## src/rtl/sp1_ram_arb.sv

```systemverilog
// sp1_ram_arb
// Round-robin arbiter sharing one single-port synchronous RAM (sp1_ram,
// one-cycle read latency) between port 0 (evaluator) and port 1 (heap
// loader/collector). At most one RAM access is issued per cycle. A requester
// may lock ownership to run an uninterrupted read-modify-write sequence.
//
// Handshake (both ports): a requester raises reqN with lockN/weN/adrsN/dinN
// and holds them stable until it sees gntN=1. gntN is combinational and is
// only ever asserted while reqN is high; the access is issued at the posedge
// where reqN && gntN. A read returns one cycle later as rvalidN=1 with
// rdataN; writes produce no rvalid. rdataN is a plain copy of ram_dout, so
// the consumer must qualify it with rvalidN.
//
// Ports:
//   clk, rst                 clock; asynchronous active-low reset
//   req0/1, lock0/1, we0/1   per-port request, lock-after-access, write enable
//   adrs0/1, din0/1          per-port address and write data
//   gnt0/1                   combinational grant
//   rvalid0/1, rdata0/1      registered read-return qualifier, read data
//   ram_cs/we/adrs/din       drive of the sp1_ram pins
//   ram_dout                 sp1_ram read data
//   dbg_own                  ownership state: 0 = FREE, 1 = OWN0, 2 = OWN1
module sp1_ram_arb #(
  parameter int AW = 10,
  parameter int DW = 32
) (
  input  logic          clk,
  input  logic          rst,
  input  logic          req0,
  input  logic          lock0,
  input  logic          we0,
  input  logic [AW-1:0] adrs0,
  input  logic [DW-1:0] din0,
  input  logic          req1,
  input  logic          lock1,
  input  logic          we1,
  input  logic [AW-1:0] adrs1,
  input  logic [DW-1:0] din1,
  output logic          gnt0,
  output logic          gnt1,
  output logic          rvalid0,
  output logic          rvalid1,
  output logic [DW-1:0] rdata0,
  output logic [DW-1:0] rdata1,
  output logic          ram_cs,
  output logic          ram_we,
  output logic [AW-1:0] ram_adrs,
  output logic [DW-1:0] ram_din,
  input  logic [DW-1:0] ram_dout,
  output logic [1:0]    dbg_own
);

  typedef enum logic [1:0] {
    FREE = 2'd0,
    OWN0 = 2'd1,
    OWN1 = 2'd2
  } own_e;

  own_e       own_q, own_d;
  logic       last_q;     // port granted most recently (1 after reset -> port 0 wins first tie)
  logic [1:0] rpend_q;    // read issued last cycle, per port
  logic       iss0, iss1;

  // Grant decision. Grants are suppressed while reset is asserted so the RAM
  // never sees a chip select during reset.
  always_comb begin
    gnt0 = 1'b0;
    gnt1 = 1'b0;
    if (rst) begin
      case (own_q)
        FREE: begin
          if (req0 && req1) begin
            gnt0 = last_q;
            gnt1 = ~last_q;
          end else begin
            gnt0 = req0;
            gnt1 = req1;
          end
        end
        OWN0:    gnt0 = req0;
        OWN1:    gnt1 = req1;
        default: ;
      endcase
    end
  end

  assign iss0 = req0 && gnt0;
  assign iss1 = req1 && gnt1;

  // Ownership next state. An owner releases on any posedge where its lock
  // input is low, whether or not it accesses that cycle.
  always_comb begin
    own_d = own_q;
    case (own_q)
      FREE: begin
        if (iss0 && lock0)      own_d = OWN0;
        else if (iss1 && lock1) own_d = OWN1;
      end
      OWN0:    if (!lock0) own_d = FREE;
      OWN1:    if (!lock1) own_d = FREE;
      default: own_d = FREE;
    endcase
  end

  // RAM pin drive: idle cycles present all-zero pins, never the ungranted
  // port's (possibly undriven) values.
  always_comb begin
    ram_cs   = 1'b0;
    ram_we   = 1'b0;
    ram_adrs = '0;
    ram_din  = '0;
    if (iss0) begin
      ram_cs   = 1'b1;
      ram_we   = we0;
      ram_adrs = adrs0;
      ram_din  = din0;
    end else if (iss1) begin
      ram_cs   = 1'b1;
      ram_we   = we1;
      ram_adrs = adrs1;
      ram_din  = din1;
    end
  end

  always_ff @(posedge clk or negedge rst) begin
    if (!rst) begin
      own_q   <= FREE;
      last_q  <= 1'b1;
      rpend_q <= 2'b00;
    end else begin
      own_q <= own_d;
      if (iss0)      last_q <= 1'b0;
      else if (iss1) last_q <= 1'b1;
      rpend_q <= {iss1 && !we1, iss0 && !we0};
    end
  end

  assign rvalid0 = rpend_q[0];
  assign rvalid1 = rpend_q[1];
  assign rdata0  = ram_dout;
  assign rdata1  = ram_dout;
  assign dbg_own = own_q;

endmodule
```

## config.mk

```make
export PLATFORM = sky130hd
export DESIGN_NAME = sp1_ram_arb
export DESIGN_NICKNAME = d
export VERILOG_FILES = /design/src/rtl/sp1_ram_arb.sv
export SDC_FILE = /design/constraint.sdc
export NUM_CORES = 1
export LEC_CHECK = 0
export CORE_AREA = 5 5 88 90
export CTS_CLUSTER_DIAMETER = 50
export CTS_CLUSTER_SIZE = 16
export DETAILED_ROUTE_END_ITERATION = 12
export DIE_AREA = 0 0 93 95
export PLACE_DENSITY = 0.85
export SETUP_SLACK_MARGIN = 0.5
export SLEW_MARGIN = 20
export SYNTH_ARGS = -nofsm -noshare
export SYNTH_HDL_FRONTEND = slang
export SYNTH_SLANG_ARGS = --single-unit
```

## constraint.sdc

```tcl
create_clock -name clk -period 1.5 [get_ports clk]
set_input_delay 0.225 -clock clk [delete_from_list [all_inputs] [get_ports clk]]
set_output_delay 0.225 -clock clk [all_outputs]
set_load 0.01 [all_outputs]
```

==> results of run 1 <==
[worst max-delay path by stage]
| stage | cells after the start | slack, ps | end | startpoint |
|---|---|---|---|---|
| 2_1_floorplan | 5 | -30 | ram_adrs[1] | last_q |
| 3_3_place_gp | 7 | -840 | ram_adrs[5] | req1 |
| 3_5_place_dp | 6 | -830 | ram_adrs[5] | rst |
| 4_1_cts | 7 | -390 | ram_din[30] | last_q |
| 5_1_grt | 5 | -470 | ram_din[11] | last_q |
| 6_report | 5 | -420 | ram_cs | last_q |
[cell usage after synthesis]
library cell	number	share of area
or2_1	1	0.0052
a22o_1	43	0.31
nand2_1	2	0.0063
or2b_1	1	0.0063
nor2b_1	2	0.010
dfstp_2	1	0.022
buf_6	9	0.084
nor4_1	1	0.0052
a31oi_1	2	0.010
nor3b_1	2	0.013
buf_4	64	0.40
nor3b_2	1	0.010
o211a_1	1	0.0083
dfrtp_1	4	0.083
nor2_1	1	0.0031
a21oi_1	1	0.0042
nor3_4	1	0.014
[state kept, by name, summed over array words and instances (netlist names)]
signal / cells
dbg_own: 2
rpend_q: 2
last_q: 1
[timing repair]
action / 4_1_cts / 5_1_grt
pin swaps: 6 / 3
endpoints found under the hold margin: 0 / 0
setup buffers: 6 / 4
gates cloned: 3 / 4
resized for setup: 223 / 10
setup endpoints to repair: 55 / 53
[per-layer routing]
layer  global-route usage  wire, µm
met4               0.0232        53
met1               0.0904      1880
met2                0.239      3460
met3               0.0375       696
met5                    0         0
[worst reg2reg max path: cells and delay by family (launching register included)]
| family | cells | cell delay (ps) |
|---|---|---|
| buffers and inverters | 3 | 340 |
| AO/OA/AOI/OAI | 1 | 170 |
| flip-flops | 1 | 370 |
| AND/OR/NAND/NOR | 2 | 280 |
[stage by stage]
stage	power [µW]	cells	setup WS (ps)
6_report	1330	322	-423
5_1_grt	1390	322	-472
4_1_cts	1240	314	-388
3_5_place_dp	986	301	-830
3_3_place_gp	973	301	-836
2_1_floorplan	617	137	-26.8
[cell families (layout without fill, tap and decap cells)]
kind of cell    after synthesis  count (layout)
buf+inv                      73             176
compound gates               47              47
simple gates                 12              12
flops                         5               5
[power breakdown]
group | internal, µW | leakage (µW) | switching [µW]
Combinational | 576 | 0.00105 | 338
Clock | 182 | 0.0000228 | 65.2
Sequential | 153 | 0.0000631 | 12.1
Total | 911 | 0.00113 | 416
[final cells by class]
class	count	area share
Clock buffer	4	0.0183
Multi-Input combinational cell	59	0.227
Tap cell	82	0.0418
Sequential cell	5	0.0520
Timing Repair Buffer	172	0.661
==> summary.txt, run 1 <==
Power
  • VDD IR-drop max: 0.000279 V
  • Pwr Density: 540 nW/µm²
  • Lkg Pwr: 0.00113 µW

Timing
  • Min Clock Period, post-route: 1920 ps
  • Max Slew Vio Count: 0
  • Final setup vio count: 46
  • Final Skew: 1.51 ps
  • Fmax achieved: 0.520 GHz
  • Setup TNS: -17910 ps
  • Worst hold slack: 147 ps
  • Slew @ Worst Pin: 248 ps
  • Final period utilization: 1.28
  • RSZ-0062 raised after global routing: true
  • Final hold viol count: 0
  • Worst rel slew slack: 0.835
  • Final critical-path setup slack: -423 ps

Outcome
  • Outcome: complete, but fails checks
  • Failing checks: negative setup slack

Place
  • Final GP Congestion: 0.848
  • DP Area: 2290 µm²
  • I/O Buffers: 141
  • HPWL Detailed: 4220 µm

Clock tree
  • CTS max path bufs: 2
  • Clock transition at path regs: 40 ps
  • H-tree levels: 1
  • # hold bufs at CTS: 0
  • Sink Count: 5
  • Clk_lat worst skew: 220 ps
  • Num CTS Buffers: 3
  • CTS tree: built
  • Clk root buf: clkbuf_8

Layout
  • Nets: 365
  • Leading cell type in the layout, fill and taps excluded: clkdlybuf4s50_1
  • Multi-input logic area: 557 µm²
  • Final Cell Area: 2460 µm²
  • Fill cells: 702
  • Register Area: 128 µm²
  • # diodes: 0
  • Most frequent cells in the layout: clkdlybuf4s50_1, buf_2, a22o_1
  • Share of cells above drive strength 1: 0.400
  • Post-layout util: 0.352
  • Synth-to-Final Area Change: 105%

Routing
  • Drt first pass iters: 4
  • DR vias: 1419
  • Remaining antenna violation count after routing: 0
  • WL final: 6090 µm
  • DRC viols: 0
  • DR WL/cell: 18.9 µm
  • First DRT Iteration DRCs: 19
  • Vias per Instance: 4.41

Synth
  • Syn nets: 261
  • Syn avg cell area: 8.76 µm²
  • Synth Warn #: 0
  • Post-synthesis cell count: 137
  • Adder-cell share of the synthesized area: 0
  • Post-Syn Area: 1200 µm²
  • Mux cell area share after synthesis: 0
  • Synth Area in Compound Gates: 0.337
  • Simple-gate area share of the yosys netlist: 0.0730
  • Register area share after synthesis: 0.105
  • Post-synthesis xor/xnor area fraction: 0
  • Largest family of logic cells by synthesized area: buffers and inverters
  • Number of library cell types mapped by synthesis: 17
  • FF+latch count, synth: 5

Floorplanning
  • Die area: 8840 µm²
  • Chip width: 93 µm
  • Row count: 31
  • Io pins: 238
  • Core area: 6980 µm²
  • Initial Utilization: 0.172
  • Die Y: 95 µm

Worst setup path
  • CP peak stage delay: 540 ps
  • Critical Path AT: 1700 ps
  • Crit-path max FO: 8
  • Setup crit end kind: output port
  • Critical R2R Launch: last_q
  • Worst reg2reg endpoint: dbg_own[0]
  • Worst path slowest cell: dfstp_2
  • Critical path type: reg2out
  • WP buf/inv: 2
  • Kind of start point of the critical path: flop
  • Reg2Reg Setup Slack: 220 ps
  • Worst reg2reg path depth: 6
  • Crit path cell chain: nand2_2 -> o211a_4 -> buf_12 -> or2_1 -> buf_2
  • CP Data Required Time: 1270 ps
  • CP top delay family: flip-flops

Global route
  • Initial antenna violation count: 0
  • Largest net degree at the start of global routing: 21
  • Vias in the first global route: 1536
  • Total Routing Usage GR: 0.109
  • Total gr overflow: 0
  • First-pass GRT wire length: 7510 µm

Run
  • Max-capacitance violation count: 0

Hold path
  • Worst hold path type: in2async
Power figures use the tool's default switching activity.
==> inputs of run 2 (changes only) <==
SETUP_SLACK_MARGIN = not set   (was 0.5)
==> summary.txt, run 2 (same netlist as run 1, synthesis figures left out) <==
Clock tree
  • Clk_lat worst skew: 220 ps (about the same)
  • Num CTS Buffers: 3 (unchanged)
  • Clk root buf: clkbuf_8
  • Clock transition at path regs: 40 ps (about the same)
  • H-tree levels: 1 (unchanged)
  • CTS tree: built
  • # hold bufs at CTS: 0 (unchanged)
  • CTS max path bufs: 2 (unchanged)
  • Sink Count: 5 (unchanged)

Routing
  • WL final: 5450 µm (-10%)
  • DR vias: 1408 (-0.78%)
  • Remaining antenna violation count after routing: 0 (unchanged)
  • DR WL/cell: 17.2 µm (-9.1%)
  • Vias per Instance: 4.44 (+0.79%)
  • Drt first pass iters: 4 (unchanged)
  • First DRT Iteration DRCs: 47 (+28)
  • DRC viols: 0 (unchanged)

Global route
  • Total Routing Usage GR: 0.108 (-0.000499)
  • Largest net degree at the start of global routing: 18 (-14%)
  • Initial antenna violation count: 0 (unchanged)
  • Total gr overflow: 0 (unchanged)
  • Vias in the first global route: 1443 (-6.1%)
  • First-pass GRT wire length: 7590 µm (+1.0%)

Layout
  • Synth-to-Final Area Change: 97.2%
  • Leading cell type in the layout, fill and taps excluded: clkdlybuf4s50_1
  • # diodes: 0 (unchanged)
  • Final Cell Area: 2370 µm² (-3.7%)
  • Final std cells w/o fill: 317 (-1.6%)
  • Share of cells above drive strength 1: 0.353 (-0.0468)
  • Post-layout util: 0.339 (-0.0129)
  • Nets: 360 (-1.4%)
  • Most frequent cells in the layout: clkdlybuf4s50_1, a22o_1, buf_2

Run
  • Max-capacitance violation count: 0 (unchanged)

Worst setup path
  • Worst reg2reg endpoint: rpend_q[1]
  • Kind of start point of the critical path: flop
  • Critical path type: reg2out
  • Crit-path max FO: 5 (-3)
  • Critical Path AT: 1760 ps (+60 ps)
  • Critical R2R Launch: last_q
  • Reg2Reg Setup Slack: -20 ps (-240 ps)
  • Setup crit end kind: output port
  • Worst reg2reg path depth: 6 (unchanged)
  • CP Data Required Time: 1270 ps (about the same)

Floorplanning
  • Die area: 8840 µm² (unchanged)
  • Core area: 6980 µm² (unchanged)
  • Io pins: 238 (unchanged)
  • Initial Utilization: 0.172 (unchanged)
  • Chip width: 93 µm (unchanged)
  • Die Y: 95 µm (unchanged)
  • Row count: 31 (unchanged)

Timing
  • Final hold viol count: 0 (unchanged)
  • Max Slew Vio Count: 0 (unchanged)
  • Fmax achieved: 0.503 GHz (-3.2%)
  • RSZ-0062 raised after global routing: true
  • Final period utilization: 1.32 (+0.0429)
  • Worst rel slew slack: 0.850 (+0.0159)
  • Slew @ Worst Pin: 222 ps (-25.8 ps)
  • Final setup vio count: 47 (+2.2%)
  • Final Skew: 2.57 ps (+1.06 ps)
  • Final critical-path setup slack: -487 ps (-64.4 ps)
  • Min Clock Period, post-route: 1990 ps (+64.4 ps)
  • Worst hold slack: 50.9 ps (-96.2 ps)

Power
  • Lkg Pwr: 0.00109 µW (-3.5%)
  • Pwr Density: 532 nW/µm² (-1.4%)
  • VDD IR-drop max: 0.000261 V (-6.6%)

Place
  • Final GP Congestion: 0.803 (-5.3%)
  • DP Area: 2240 µm² (-2.1%)
  • I/O Buffers: 141 (unchanged)
  • Setup WS pre-CTS: -831 ps (-0.945 ps)
  • HPWL Detailed: 3700 µm (-12%)
  • Inst Count DP: 298 (-1.0%)

Outcome
  • Outcome: complete, but fails checks
  • Failing checks: negative setup slack

Hold path
  • Worst hold path type: in2async
-- run 2: changes by cell type in the layout (fill, tap and decap cells not counted), moves of 2 or more --
cell / change
buf_8: +2
clkbuf_16: -2
buf_6: -6
clkdlybuf4s50_1: +2
buf_2: -3
dlygate4sd2_1: +2
-- run 2: power by group --
group	leakage [µW]	internal [µW]	switching, µW
sequential	0.0000646	152	15.2
clock	0.0000228	182	65.3
combinational	0.00100	536	308
total	0.00109	871	389
-- run 2: critical path: stages, from the launching register on --
cell and delay (ps):
dfstp_2 570, nand2_2 80, o211a_4 260, buf_8 140, buf_12 130, a22o_1 220, buf_2 140
-- run 2: timing repair --
item | in CTS | in global routing
pin swaps | 7 | 7
resized for setup | 210 | 5
gates cloned | 6 | 1
endpoints found under the setup margin | 47 | 47
hold endpoints to repair | 0 | 0
buffers inserted | 10 | 1
-- run 2: cell type report --
cell class	count	area, µm²
clock buffers	4	45.0
fillers	706	4620
multi-input cells	59	526
flip-flops and latches	5	126
well taps	82	103
repair buffers	167	1570
-- run 2: worst max path at each step --
stage / from / to / slack [ps]
after floorplan: last_q / ram_adrs[1] / -30
after global placement: req1 / ram_adrs[9] / -790
after detailed placement: req1 / ram_adrs[9] / -830
after CTS: last_q / ram_din[0] / -490
after global routing: last_q / ram_adrs[9] / -550
final: last_q / ram_adrs[9] / -490
-- run 2: routing by layer --
metal | part of all wire | vias up | GRT usage
li1 | - | 637 | -
met5 | 0 | - | 0
met4 | 0.0055 | 0 | 0.0183
met3 | 0.14 | 6 | 0.0462
met2 | 0.50 | 129 | 0.209
met1 | 0.35 | 636 | 0.110
-- run 2: stage by stage --
stage	setup TNS (ps)	total power, µW
2_1_floorplan	-804	617
3_3_place_gp	-34170	949
3_5_place_dp	-35960	958
4_1_cts	-20380	1280
5_1_grt	-23380	1340
6_report	-21010	1260
==> inputs of run 3 (changes only) <==
CAP_MARGIN = 10   (was not set)
==> results of run 3 <==
Final layout, timing and power as in run 2 (identical DEF).
